## src/rtl/gate_seq_pkg.sv

```systemverilog
// Shared codes for the gate-lab stimulus sequencer: operation selects and FSM state encoding.
package gate_seq_pkg;

  localparam logic [1:0] MODE_AND  = 2'd0;
  localparam logic [1:0] MODE_OR   = 2'd1;
  localparam logic [1:0] MODE_XOR  = 2'd2;
  localparam logic [1:0] MODE_NAND = 2'd3;

  typedef enum logic [1:0] {
    ST_IDLE  = 2'd0,
    ST_DRIVE = 2'd1,
    ST_DONE  = 2'd2
  } state_e;

endpackage

```

## src/rtl/gate_ref_model.sv

```systemverilog
// Golden combinational gate: the value a correct gate-under-test must produce for a, b and mode.
module gate_ref_model
  import gate_seq_pkg::*;
#(
  parameter int WIDTH = 1
) (
  input  logic [WIDTH-1:0] a,
  input  logic [WIDTH-1:0] b,
  input  logic [1:0]       mode,
  output logic [WIDTH-1:0] expected
);

  always_comb begin
    expected = '0;
    case (mode)
      MODE_AND:  expected = a & b;
      MODE_OR:   expected = a | b;
      MODE_XOR:  expected = a ^ b;
      MODE_NAND: expected = ~(a & b);
      default:   expected = '0;
    endcase
  end

endmodule

```

## src/rtl/gate_stim_seq.sv

```systemverilog
// Sweeps every {b,a} operand pair into a gate-under-test, holds each for DWELL cycles and
// checks dut_c on the last dwell cycle, keeping a saturating error count and the first failure.
module gate_stim_seq
  import gate_seq_pkg::*;
#(
  parameter int WIDTH = 1,
  parameter int DWELL = 10,
  parameter int ERR_W = 16
) (
  input  logic                 clk,
  input  logic                 rst_n,
  input  logic                 start,
  input  logic                 abort,
  input  logic [1:0]           mode,
  input  logic [WIDTH-1:0]     dut_c,
  output logic [WIDTH-1:0]     a_out,
  output logic [WIDTH-1:0]     b_out,
  output logic                 busy,
  output logic                 done,
  output logic [ERR_W-1:0]     err_cnt,
  output logic                 fail_vld,
  output logic [2*WIDTH-1:0]   fail_vec,
  output logic [WIDTH-1:0]     fail_c,
  output logic [1:0]           dbg_state
);

  localparam int                VW      = 2 * WIDTH;
  localparam int                DW      = $clog2(DWELL);
  localparam logic [DW-1:0]     D_LAST  = DW'(DWELL - 1);
  localparam logic [VW-1:0]     V_LAST  = '1;
  localparam logic [ERR_W-1:0]  ERR_MAX = '1;

  state_e             state_q, state_d;
  logic [VW-1:0]      v_q, v_d;
  logic [DW-1:0]      d_q, d_d;
  logic [1:0]         mode_q, mode_d;
  logic [ERR_W-1:0]   err_q, err_d;
  logic               fvld_q, fvld_d;
  logic [VW-1:0]      fvec_q, fvec_d;
  logic [WIDTH-1:0]   fc_q, fc_d;
  logic [WIDTH-1:0]   a_q, a_d, b_q, b_d;
  logic               busy_q, busy_d, done_q, done_d;
  logic [WIDTH-1:0]   exp_c;

  gate_ref_model #(.WIDTH(WIDTH)) u_ref (
    .a        (v_q[WIDTH-1:0]),
    .b        (v_q[VW-1:WIDTH]),
    .mode     (mode_q),
    .expected (exp_c)
  );

  // Handshake: start is a request taken only in IDLE (busy low); while busy or in DONE
  // start and mode are ignored, and abort is honoured only in DRIVE.
  always_comb begin
    state_d = state_q;
    v_d     = v_q;
    d_d     = d_q;
    mode_d  = mode_q;
    err_d   = err_q;
    fvld_d  = fvld_q;
    fvec_d  = fvec_q;
    fc_d    = fc_q;
    case (state_q)
      ST_IDLE: begin
        if (start) begin
          state_d = ST_DRIVE;
          v_d     = '0;
          d_d     = '0;
          mode_d  = mode;
          err_d   = '0;
          fvld_d  = 1'b0;
          fvec_d  = '0;
          fc_d    = '0;
        end
      end
      ST_DRIVE: begin
        d_d = d_q + 1'b1;
        if (d_q == D_LAST) begin
          if (dut_c != exp_c) begin
            if (err_q != ERR_MAX) err_d = err_q + 1'b1;
            if (!fvld_q) begin
              fvld_d = 1'b1;
              fvec_d = v_q;
              fc_d   = dut_c;
            end
          end
          d_d = '0;
          v_d = v_q + 1'b1;
          if (v_q == V_LAST) state_d = ST_DONE;
        end
        // Abort wins over completion, but a check landing on the same edge still counts.
        if (abort) state_d = ST_IDLE;
      end
      ST_DONE: state_d = ST_IDLE;
      default: state_d = ST_IDLE;
    endcase

    a_d = '0;
    b_d = '0;
    if (state_d == ST_DRIVE) begin
      a_d = v_d[WIDTH-1:0];
      b_d = v_d[VW-1:WIDTH];
    end
    busy_d = (state_d == ST_DRIVE);
    done_d = (state_d == ST_DONE);
  end

  always_ff @(posedge clk or negedge rst_n) begin
    if (!rst_n) begin
      state_q <= ST_IDLE;
      v_q     <= '0;
      d_q     <= '0;
      mode_q  <= '0;
      err_q   <= '0;
      fvld_q  <= 1'b0;
      fvec_q  <= '0;
      fc_q    <= '0;
      a_q     <= '0;
      b_q     <= '0;
      busy_q  <= 1'b0;
      done_q  <= 1'b0;
    end else begin
      state_q <= state_d;
      v_q     <= v_d;
      d_q     <= d_d;
      mode_q  <= mode_d;
      err_q   <= err_d;
      fvld_q  <= fvld_d;
      fvec_q  <= fvec_d;
      fc_q    <= fc_d;
      a_q     <= a_d;
      b_q     <= b_d;
      busy_q  <= busy_d;
      done_q  <= done_d;
    end
  end

  assign a_out     = a_q;
  assign b_out     = b_q;
  assign busy      = busy_q;
  assign done      = done_q;
  assign err_cnt   = err_q;
  assign fail_vld  = fvld_q;
  assign fail_vec  = fvec_q;
  assign fail_c    = fc_q;
  assign dbg_state = state_q;

endmodule

```

## config.mk

```make
export PLATFORM = sky130hd
export DESIGN_NAME = gate_stim_seq
export DESIGN_NICKNAME = d
export VERILOG_FILES = /design/src/rtl/gate_seq_pkg.sv /design/src/rtl/gate_ref_model.sv /design/src/rtl/gate_stim_seq.sv
export SDC_FILE = /design/constraint.sdc
export NUM_CORES = 1
export LEC_CHECK = 0
export CELL_PAD_IN_SITES_DETAIL_PLACEMENT = 1
export CELL_PAD_IN_SITES_GLOBAL_PLACEMENT = 2
export CORE_MARGIN = 3
export CORE_UTILIZATION = 31
export CTS_CLUSTER_SIZE = 24
export DETAILED_ROUTE_END_ITERATION = 7
export HOLD_SLACK_MARGIN = 0.02
export PLACE_DENSITY_LB_ADDON = 0.15
export SYNTH_ARGS = -nofsm -noshare
export SYNTH_HDL_FRONTEND = slang
export SYNTH_HIERARCHICAL = 1
export SYNTH_SLANG_ARGS = --single-unit
export TNS_END_PERCENT = 20
```

## constraint.sdc

```tcl
create_clock -name clk -period 3.15 [get_ports clk]
set_clock_uncertainty 0.2 [all_clocks]
set_input_delay 0.4725 -clock clk [delete_from_list [all_inputs] [get_ports clk]]
set_output_delay 0.4725 -clock clk [all_outputs]
set_load 0.005 [all_outputs]
```

==> run_results.csv <==
group,metric,value,unit
outcome,status,"finished clean",
sta,tightest_slew,0.5127,ns
logic_synthesis,synth_ff_type,"dfrtp_1",
global_routing,grt-ovfl-total,0,
sta,fin_crit,2.928,ns
setup_path,critPathCaptureType,"flip-flop",
logic_synthesis,syn-num-nets,205,
pwr,clkPwrFrac,33.6,%
global_routing,track_usage,16.62,%
clock_tree,clkTransAtPathRegs,0.07,ns
logic_synthesis,ys_warn_count,6,
global_routing,grt_pass1_vias,1653,
die,std_cell_rows,26,
sta,max_freq,0.3415,GHz
sta,rsz0062_at_grt,"false",
logic_synthesis,synthArstFlopShare,100.0,%
hold_path,hold_path_class,"flip-flop to flip-flop",
cells_and_area,fill_cells,634,
cells_and_area,layout_commonest_cell,"dfrtp_1",
sta,drv_slew,0,
pwr,powerDensity,439.8,nW/um^2
cells_and_area,regArea,850.8,um^2
drt,wl,5113,um
setup_path,required,3.17,ns
cells_and_area,syn_to_final_growth,27.74,%
die,core_area,5335,um^2
clock_tree,cts_setup_buffers,0,
clock_tree,insertion_delay,0.28,ns
cells_and_area,multi_input_area,862.1,um^2
drt,ant_nets,0,
sta,fin_crit_sh,92.96,%
place,dp_hpwl,3717,um
place,place.gp.congestion,0.7303,
drt,dr.pass1.iters,4,
logic_synthesis,netlist_area,1782,um^2
drt,drc,0,
global_routing,grt_max_degree,35,
global_routing,grt_first_pass_wirelength,8342,um
sta,slew_headroom,65.75,%
setup_path,crit_path_start_kind,"flip-flop",
die,start_util,33.40,%
die,dieWidth,81.81,um
pwr,p_seq_share,50.3,%
die,io-pin-count,33,
sta,tns,0,ns
pwr,power_switching,0.2906,mW
pwr,p_int,0.7103,mW
cells_and_area,drive_gt1_share,6.522,%
drt,routed-via-count,1598,
run,drv_cap,0,
pwr,p_sw_share,29.04,%
clock_tree,ctsHoldBuffers,0,
drt,via_per_inst,5.327,
pwr,irDropWorstVdd,0.0002251,V
clock_tree,cts_root_buf,"clkbuf_8",
clock_tree,ctsLongestPathBuffers,2,
logic_synthesis,yosysSeqAreaShare,47.75,%
clock_tree,htreeDepth,2,
setup_path,crit_type,"flip-flop to flip-flop",
die,die_h,81.81,um
drt,wl_per_cell,17.04,um
logic_synthesis,synth_edf_count,0,
cells_and_area,finish.instance_area,2276,um^2
pwr,leakage,0.9417,nW
die,design.die.area,6693,um^2
pwr,p_comb_share,16.2,%
cells_and_area,mostFrequentLayoutCells,"dfrtp_1, clkdlybuf4s50_1, nand2_1",
clock_tree,cts_resized,0,
place,placed_cell_area,2183,um^2
place,portBuffers,32,
clock_tree,numCtsBuffers,5,
logic_synthesis,syn_area_per_cell,9.280,um^2
drt,drtIter0Drc,56,
cells_and_area,diodes,0,
logic_synthesis,ys_ff_latch,34,
global_routing,antenna_found_initial,0,
clock_tree,cts_tree,"yes",
logic_synthesis,synth_cell_types,41,
setup_path,arrival,2.95,ns
clock_tree,cts.sinks,34,
setup_path,worstPathMaxFanout,16,
cells_and_area,finalNetCount,242,
sta,hold_viol_final,0,
sta,setup_viol,0,
logic_synthesis,synthCells,192,
-- logic make-up (layout without fill, tap and decap cells) --
kind of cell / after synthesis / count (layout) / share of synthesized area [%]
flops: 34 / 34 / 47.75
buf+inv: 16 / 54 / 3.933
xor+xnor: 2 / 2 / 1.405
mux: 3 / 3 / 1.685
simple gates: 86 / 86 / 24.51
fa+ha+maj: 6 / 6 / 4.213
compound gates: 45 / 45 / 16.50
-- synthesized netlist by cell type, types with 4 or more instances --
master   count  area share (%)
o31ai_1      6             2.5
nor2_1       9             1.9
ha_1         6             4.2
nand2_1     31             6.5
a21oi_1      9             2.5
nor2b_1      4             1.4
inv_1       11             2.3
o21ai_0     16             4.5
nand3_1     10             2.8
or4_1        4             1.7
nor3_1       6             1.7
dfrtp_1     34              48
or3_1        4             1.4
-- per-stage QoR --
stage | total power [mW] | hold slack, ns | setup WS [ns] | std cells | util (%)
2_1_floorplan | 0.5989 | -0.02309 | 0.5732 | 192 | -
3_3_place_gp | 0.6602 | 0.3132 | 0.3021 | 292 | 40.92
3_5_place_dp | 0.6761 | 0.3192 | 0.1771 | 292 | 40.92
4_1_cts | 1.021 | 0.3334 | 0.1566 | 300 | 42.64
5_1_grt | 1.066 | 0.3556 | 0.003497 | 300 | 42.66
6_report | 1.001 | 0.3279 | 0.2216 | 300 | 42.66
-- path summary, 6_finish.rpt --
check / slack [ns] / startpoint / depth (start not counted) / end
setup / recovery: 0.22 / v_q[0]$_DFF_PN0_ / 10 / err_cnt[3]$_DFFE_PN0P_
max in group asynchronous: 2.02 / rst_n / 2 / dbg_state[0]$_DFF_PN0_
setup reg to reg: 0.22 / v_q[0]$_DFF_PN0_ / 10 / err_cnt[3]$_DFFE_PN0P_
hold / removal: 0.33 / fail_vec[1]$_DFFE_PN0P_ / 2 / fail_vec[1]$_DFFE_PN0P_
hold reg to reg: 0.33 / fail_vec[1]$_DFFE_PN0P_ / 2 / fail_vec[1]$_DFFE_PN0P_
min in group asynchronous: 0.40 / rst_n / 2 / err_cnt[11]$_DFFE_PN0P_
-- layout make-up --
type / instances / share of cell area (%)
clock inverters: 1 / 0.2199
repair buffers: 35 / 15.06
clock buffers: 7 / 3.793
well taps: 70 / 3.848
multi-input cells: 142 / 37.88
flip-flops and latches: 34 / 37.38
inverters: 11 / 1.814
-- flip-flops by register name, indices dropped and copies added, names as in the netlist, 2 cells and up --
name and count:
dbg_state 2, d_q 4, v_q 2, mode_q 2
fail_vec 2, err_cnt 16
-- worst max-delay path, cell delays in order (launching register included) --
cell and delay (ns):
dfrtp_1 0.44, inv_1 0.07, ha_1 0.28, nor2b_1 0.13
o21ai_1 0.11, o21ai_1 0.11, xor2_2 0.26, a31oi_4 0.14
a311o_2 0.52, or4_1 0.51, nand2_1 0.09
-- metal layers --
metal	track usage, %	wire (um)	up-vias
li1	-	-	764
met1	21.45	2419	794
met2	27.14	2422	30
met3	4.167	172	10
met4	5.482	99	0
met5	0	0	-
-- power by group through the flow --
stage / sequential [mW] / combinational [mW] / clock [mW]
final: 0.503 / 0.162 / 0.336
after global placement: 0.508 / 0.152 / 0
after detailed placement: 0.512 / 0.164 / 0
after global routing: 0.510 / 0.184 / 0.372
after floorplan: 0.497 / 0.102 / 0
after CTS: 0.503 / 0.166 / 0.352
Power figures use the tool's default switching activity.
==> variant 1, RTL diff (same flow settings) <==
`d_q` no longer has a reset.
--- a/src/rtl/gate_stim_seq.sv
+++ b/src/rtl/gate_stim_seq.sv
@@ -110,5 +110,4 @@
       state_q <= ST_IDLE;
       v_q     <= '0;
-      d_q     <= '0;
       mode_q  <= '0;
       err_q   <= '0;
@@ -123,5 +122,4 @@
       state_q <= state_d;
       v_q     <= v_d;
-      d_q     <= d_d;
       mode_q  <= mode_d;
       err_q   <= err_d;
@@ -134,4 +132,8 @@
       done_q  <= done_d;
     end
+  end
+
+  always_ff @(posedge clk) begin
+    d_q <= d_d;
   end
 
Behaviour: no difference found for any inputs over 10 cycles, from zero or initial values and one cycle with rst_n low; that may be too few to reach the edited logic, so the function may still have changed.
==> variant 1 against the original RTL <==
- largest power group unchanged
- hold slack worse by 0.014 ns
- critical path type unchanged
- synthesized area up 2.7%
- via count is 6.5% lower
- clock power fell by 6%
- power up 10%
- utilization fell by 1.6 points
- wire length decreased by 12%
- design area rose by 1.1%
- sequential share of layout area grew 0.46 points
- sequential cell count unchanged
- worst setup slack gained 0.17 ns
==> variant 1: results (changes against the original RTL) <==
Global routing
  – Met1 usage: 18.3% (-3.1 points)
  – First-pass GRT wire length: 8.09 mm (-3.0%)
  – M2 GR Usage: 24.0% (-3.2 points)
  – Met3 Usage GRT: 3.87% (-0.30 points)
  – Gr usage total: 14.4% (-2.2 points)
  – Pin count of the biggest net entering global routing: 31 (-11%)

Power
  – Worst VDD drop: 0.174 mV (-23%)
  – Leakage: 0.940 nW (-0.13%)

Setup path
  – R2R Path End: err_cnt[13]$_DFFE_PN0P_
  – CP max FO: 10 (-6)
  – WP data arrival: 2.77 ns (-0.18 ns)

Timing
  – Final Cycle Share: 87.6% (-5.4 points)
  – Worst Max-Slew Pin Slew: 0.507 ns (-0.00596 ns)
  – Hold_ws: 0.314 ns (-0.0136 ns)

Detailed routing
  – Met1 WL: 2.01 mm (-17%)
  – Initial DRC Count: 55 (-1.8%)
  – Drt wl/cell: 15.5 um (-9.1%)
  – Met3 WL: 153 um (-11%)
  – Met2 routed WL: 2.30 mm (-5.1%)
  – Via count: 1,494 (-6.5%)

Synthesis
  – Number of synthesized flops with an enable pin: 4 (+4)
  – Synth top cells by count: dfrtp_1, nand2_1, nor2_1
  – Synth Area in Adders: 4.10% (-0.11 points)
  – Post-synth ARST share: 88.2% (-12 points)
  – Compound-Gate Fraction of Synth Area: 16.8% (+0.32 points)
  – Post-Syn Nets: 194 (-5.4%)
  – Synth Area per Inst: 10.1 um2 (+8.9%)
  – Netlist cell types: 47 (+15%)
  – Leading post-synthesis cells by cell area: dfrtp_1, edfxtp_1, nand2_1, ha_1, o21ai_0
  – Multiplexer share of the synthesized area: 0.547% (-1.1 points)
  – Post-Synth XOR/XNOR Area: 2.39% (+0.99 points)
  – Seq/Total Area, Yosys: 47.6% (-0.15 points)

Layout
  – Fillers: 659 (+3.9%)
  – Largest register FFs: 16 (unchanged)
  – Layout cells sized above 1: 12.7% (+6.2 points)
  – Storage element area: 871 um2 (+2.4%)
  – Final #Nets: 232 (-4.1%)

Clock network
  – Reg clk slew, reported paths: 0.07 ns (about the same)
  – CTS H-Tree Depth: 2 (unchanged)

Status
  – Status: finished, final reports clean

Place
  – Dpl hpwl: 3.40 mm (-8.6%)
  – Final RePlAce weighted congestion: 0.788 (+7.9%)
## variant 1: cell types whose count changed in the layout (fill, tap and decap cells not counted), sizes merged, moves of 3 or more
cell / delta
nand2: -7
dfrtp: -4
nor2: +4
edfxtp: +4
nor4: -3
inv: -5
## variant 1: power by group
group	leakage, nW	switching, W	internal (W)
Clock	0.0450	0.000163	0.000153
Combinational	0.444	0.000122	0.000116
Sequential	0.452	0.0000553	0.000494
## variant 1: critical path, cell delays in order (launching register included)
cell and delay [ns]:
dfrtp_1 0.44, inv_1 0.07, ha_1 0.28, nor2b_1 0.13, o21ai_1 0.11, o21ai_1 0.10
xnor2_1 0.20, o21ai_4 0.28, nand4_4 0.21, or4_1 0.52, a21oi_1 0.16
## variant 1: final cells by class
class | instances | area share, %
sequential | 34 | 37.8
inverter | 6 | 0.979
multi-input combinational | 136 | 38.4
clock inverter | 2 | 0.435
clock buffer | 6 | 3.15
timing repair buffer | 36 | 15.2
tap | 72 | 3.92
==> variant 2, RTL diff (same settings) <==
Without the edit above. `ERR_W`: 16 -> 32.
--- a/src/rtl/gate_stim_seq.sv
+++ b/src/rtl/gate_stim_seq.sv
@@ -6,5 +6,5 @@
   parameter int WIDTH = 1,
   parameter int DWELL = 10,
-  parameter int ERR_W = 16
+  parameter int ERR_W = 32
 ) (
   input  logic                 clk,
Interface: changed (resized err_cnt); port bits go from 33 to 49. The function was not compared with the original's and may differ.
==> variant 2 against the original RTL <==
- sequential cell count grew 16
- worst setup slack better by 0.097 ns
- die area grew 52%
- combinational power increased by 75%
- wire length grew 81%
- design area is 57% higher
- power is 48% higher
- synthesized area rose by 57%
- largest cell class unchanged
==> variant 2: results (changes against the original RTL) <==
Status
  – Status: finished, final reports clean

Layout
  – Largest register FFs: 32 (+16)
  – Fillers: 1,041 (+64%)
  – Layout cells sized above 1: 8.72% (+2.2 points)
  – Ant. Diodes: 0 (unchanged)
  – Final #Nets: 379 (+57%)

Detailed routing
  – First-pass DRT Iterations: 4 (unchanged)
  – Via-per-instance ratio: 5.83 (+9.4%)
  – Wirelength, routed: 9.24 mm (+81%)
  – Initial DRC Count: 130 (+130%)

Global routing
  – Gr ovfl total: 0 (unchanged)
  – Vias in the first global route: 2,806 (+70%)
  – Gr usage total: 18.9% (+2.3 points)
  – Pin count of the biggest net entering global routing: 20 (-43%)
  – Initial antenna violation count: 0 (unchanged)
  – First-pass GRT wire length: 15.4 mm (+84%)

Clock network
  – CTS root buf: clkbuf_8
  – Clock Latency Late Sink: 0.31 ns (+0.03 ns)
  – Total CTS buffers: 5 (unchanged)
  – CTS resizes: 0 (unchanged)
  – CTS Buffer Depth: 2 (unchanged)
  – Postcts setup bufs: 0 (unchanged)
  – # hold bufs at CTS: 1 (+1)
  – CTS H-Tree Depth: 2 (unchanged)
  – Reg clk slew, reported paths: 0.10 ns (+0.03 ns)

Power
  – Sw power: 0.000441 W (+52%)
  – Worst VDD drop: 0.192 mV (-15%)
  – Leakage: 1.40 nW (+49%)

Timing
  – Relative slew slack: 48.6% (-17 points)

Synthesis
  – Netlist cell types: 45 (+9.8%)
  – Post-Syn Nets: 322 (+57%)
  – Leading post-synthesis cells by cell area: dfrtp_1, o31ai_1, a31oi_1, nand3_1, nand2_1
  – Post-synth ARST share: 100% (unchanged)
  – Synth warn: 6 (unchanged)
  – Seq/Total Area, Yosys: 44.7% (-3.1 points)
  – Synth top cells by count: dfrtp_1, nand2_1, o31ai_1

Setup path
  – R2R Path End: err_cnt[19]$_DFFE_PN0P_
  – RR Startpoint: v_q[0]$_DFF_PN0_
  – Worst R2R Setup Slack: 0.32 ns (+0.10 ns)
  – WP data arrival: 2.85 ns (-0.10 ns)
  – Worst reg2reg path depth: 9 (-1)
  – CP max FO: 9 (-7)
  – Startpoint types: flip-flop

Place
  – IO buf count: 48 (+50%)
  – Place WS: 0.266 ns (+0.0892 ns)
  – Dpl hpwl: 6.63 mm (+78%)
  – Final RePlAce weighted congestion: 0.760 (+4.1%)

Hold path
  – HP Class: flip-flop to flip-flop
  – Min-Delay Startpoint: fail_c$_DFFE_PN0P_
  – Hold depth: 1 (-1)
  – Hold path endpoint: fail_c$_DFFE_PN0P_
[variant 2: changes by cell type after synthesis, sizes merged, moves of 5 or more]
cell	unedited run	this run
o31ai	6	28
a31oi	2	21
nand4	3	10
nand3	10	27
a41oi	0	6
dfrtp	34	50
clkbuf	2	8
nor2	9	15
buf	3	8
[variant 2: cell type report]
| class | instances | area, um2 | share of cell area, % |
|---|---|---|---|
| multi-input combinational | 234 | 1440 | 40.3 |
| sequential | 50 | 1250 | 34.9 |
| timing repair buffer | 66 | 613 | 17.1 |
| tap | 108 | 135 | 3.77 |
| clock buffer | 7 | 76.3 | 2.13 |
| inverter | 9 | 33.8 | 0.943 |
| clock inverter | 1 | 30.0 | 0.838 |
[variant 2: how the worst max path moves through the flow]
stage / endpoint / slack (ns) / cells past startpoint
6_report: err_cnt[19]$_DFFE_PN0P_ / 0.32 / 9
3_5_place_dp: err_cnt[13]$_DFFE_PN0P_ / 0.27 / 6
5_1_grt: err_cnt[15]$_DFFE_PN0P_ / 0.07 / 9
3_3_place_gp: err_cnt[7]$_DFFE_PN0P_ / 0.33 / 6
4_1_cts: err_cnt[19]$_DFFE_PN0P_ / 0.33 / 9
2_1_floorplan: err_cnt[24]$_DFFE_PN0P_ / 0.78 / 10
[variant 2: worst max-delay path: stages, from the launching register on]
cell	delay, ns
dfrtp_1	0.45
inv_1	0.07
ha_1	0.28
nor2b_1	0.14
o21ai_1	0.12
o21ai_1	0.09
xnor2_1	0.16
nor2_1	0.55
nand2_1	0.38
o31ai_1	0.32
[variant 2: logic make-up after synthesis]
logic type | share of synthesized area [%]
compound gates | 24.0
xor+xnor | 0.313
mux | 0.715
fa+ha+maj | 2.68
flops | 44.7
buf+inv | 3.76
simple gates | 23.8
[variant 2: power by group through the flow]
stage | combinational, W | sequential, W | clock (W)
finish | 0.000283 | 0.000741 | 0.000461
global route | 0.000323 | 0.000753 | 0.000500
CTS | 0.000288 | 0.000743 | 0.000482
detailed placement | 0.000286 | 0.000754 | 0
global placement | 0.000279 | 0.000754 | 0
floorplan | 0.000160 | 0.000734 | 0
[variant 2: metrics by stage]
stage                     instance area (um2)  cells  hold WS (ns)  utilization, %  total power, W
after floorplan                          2800    309       -0.0231               -        0.000894
after global placement                   3470    466         0.202            39.5         0.00103
after detailed placement                 3470    466         0.204            39.5         0.00104
after CTS                                3580    475         0.322            40.9         0.00151
after global routing                     3580    475         0.335            40.9         0.00158
final                                    3580    475         0.317            40.9         0.00149
[variant 2: layer usage]
layer | vias to the layer above | global-route usage (%) | share of wire, %
met5 | - | 0 | 0
met4 | 0 | 4.60 | 1.1
met3 | 11 | 2.21 | 3.7
met2 | 70 | 31.6 | 49
met1 | 1390 | 26.0 | 47
li1 | 1296 | - | -
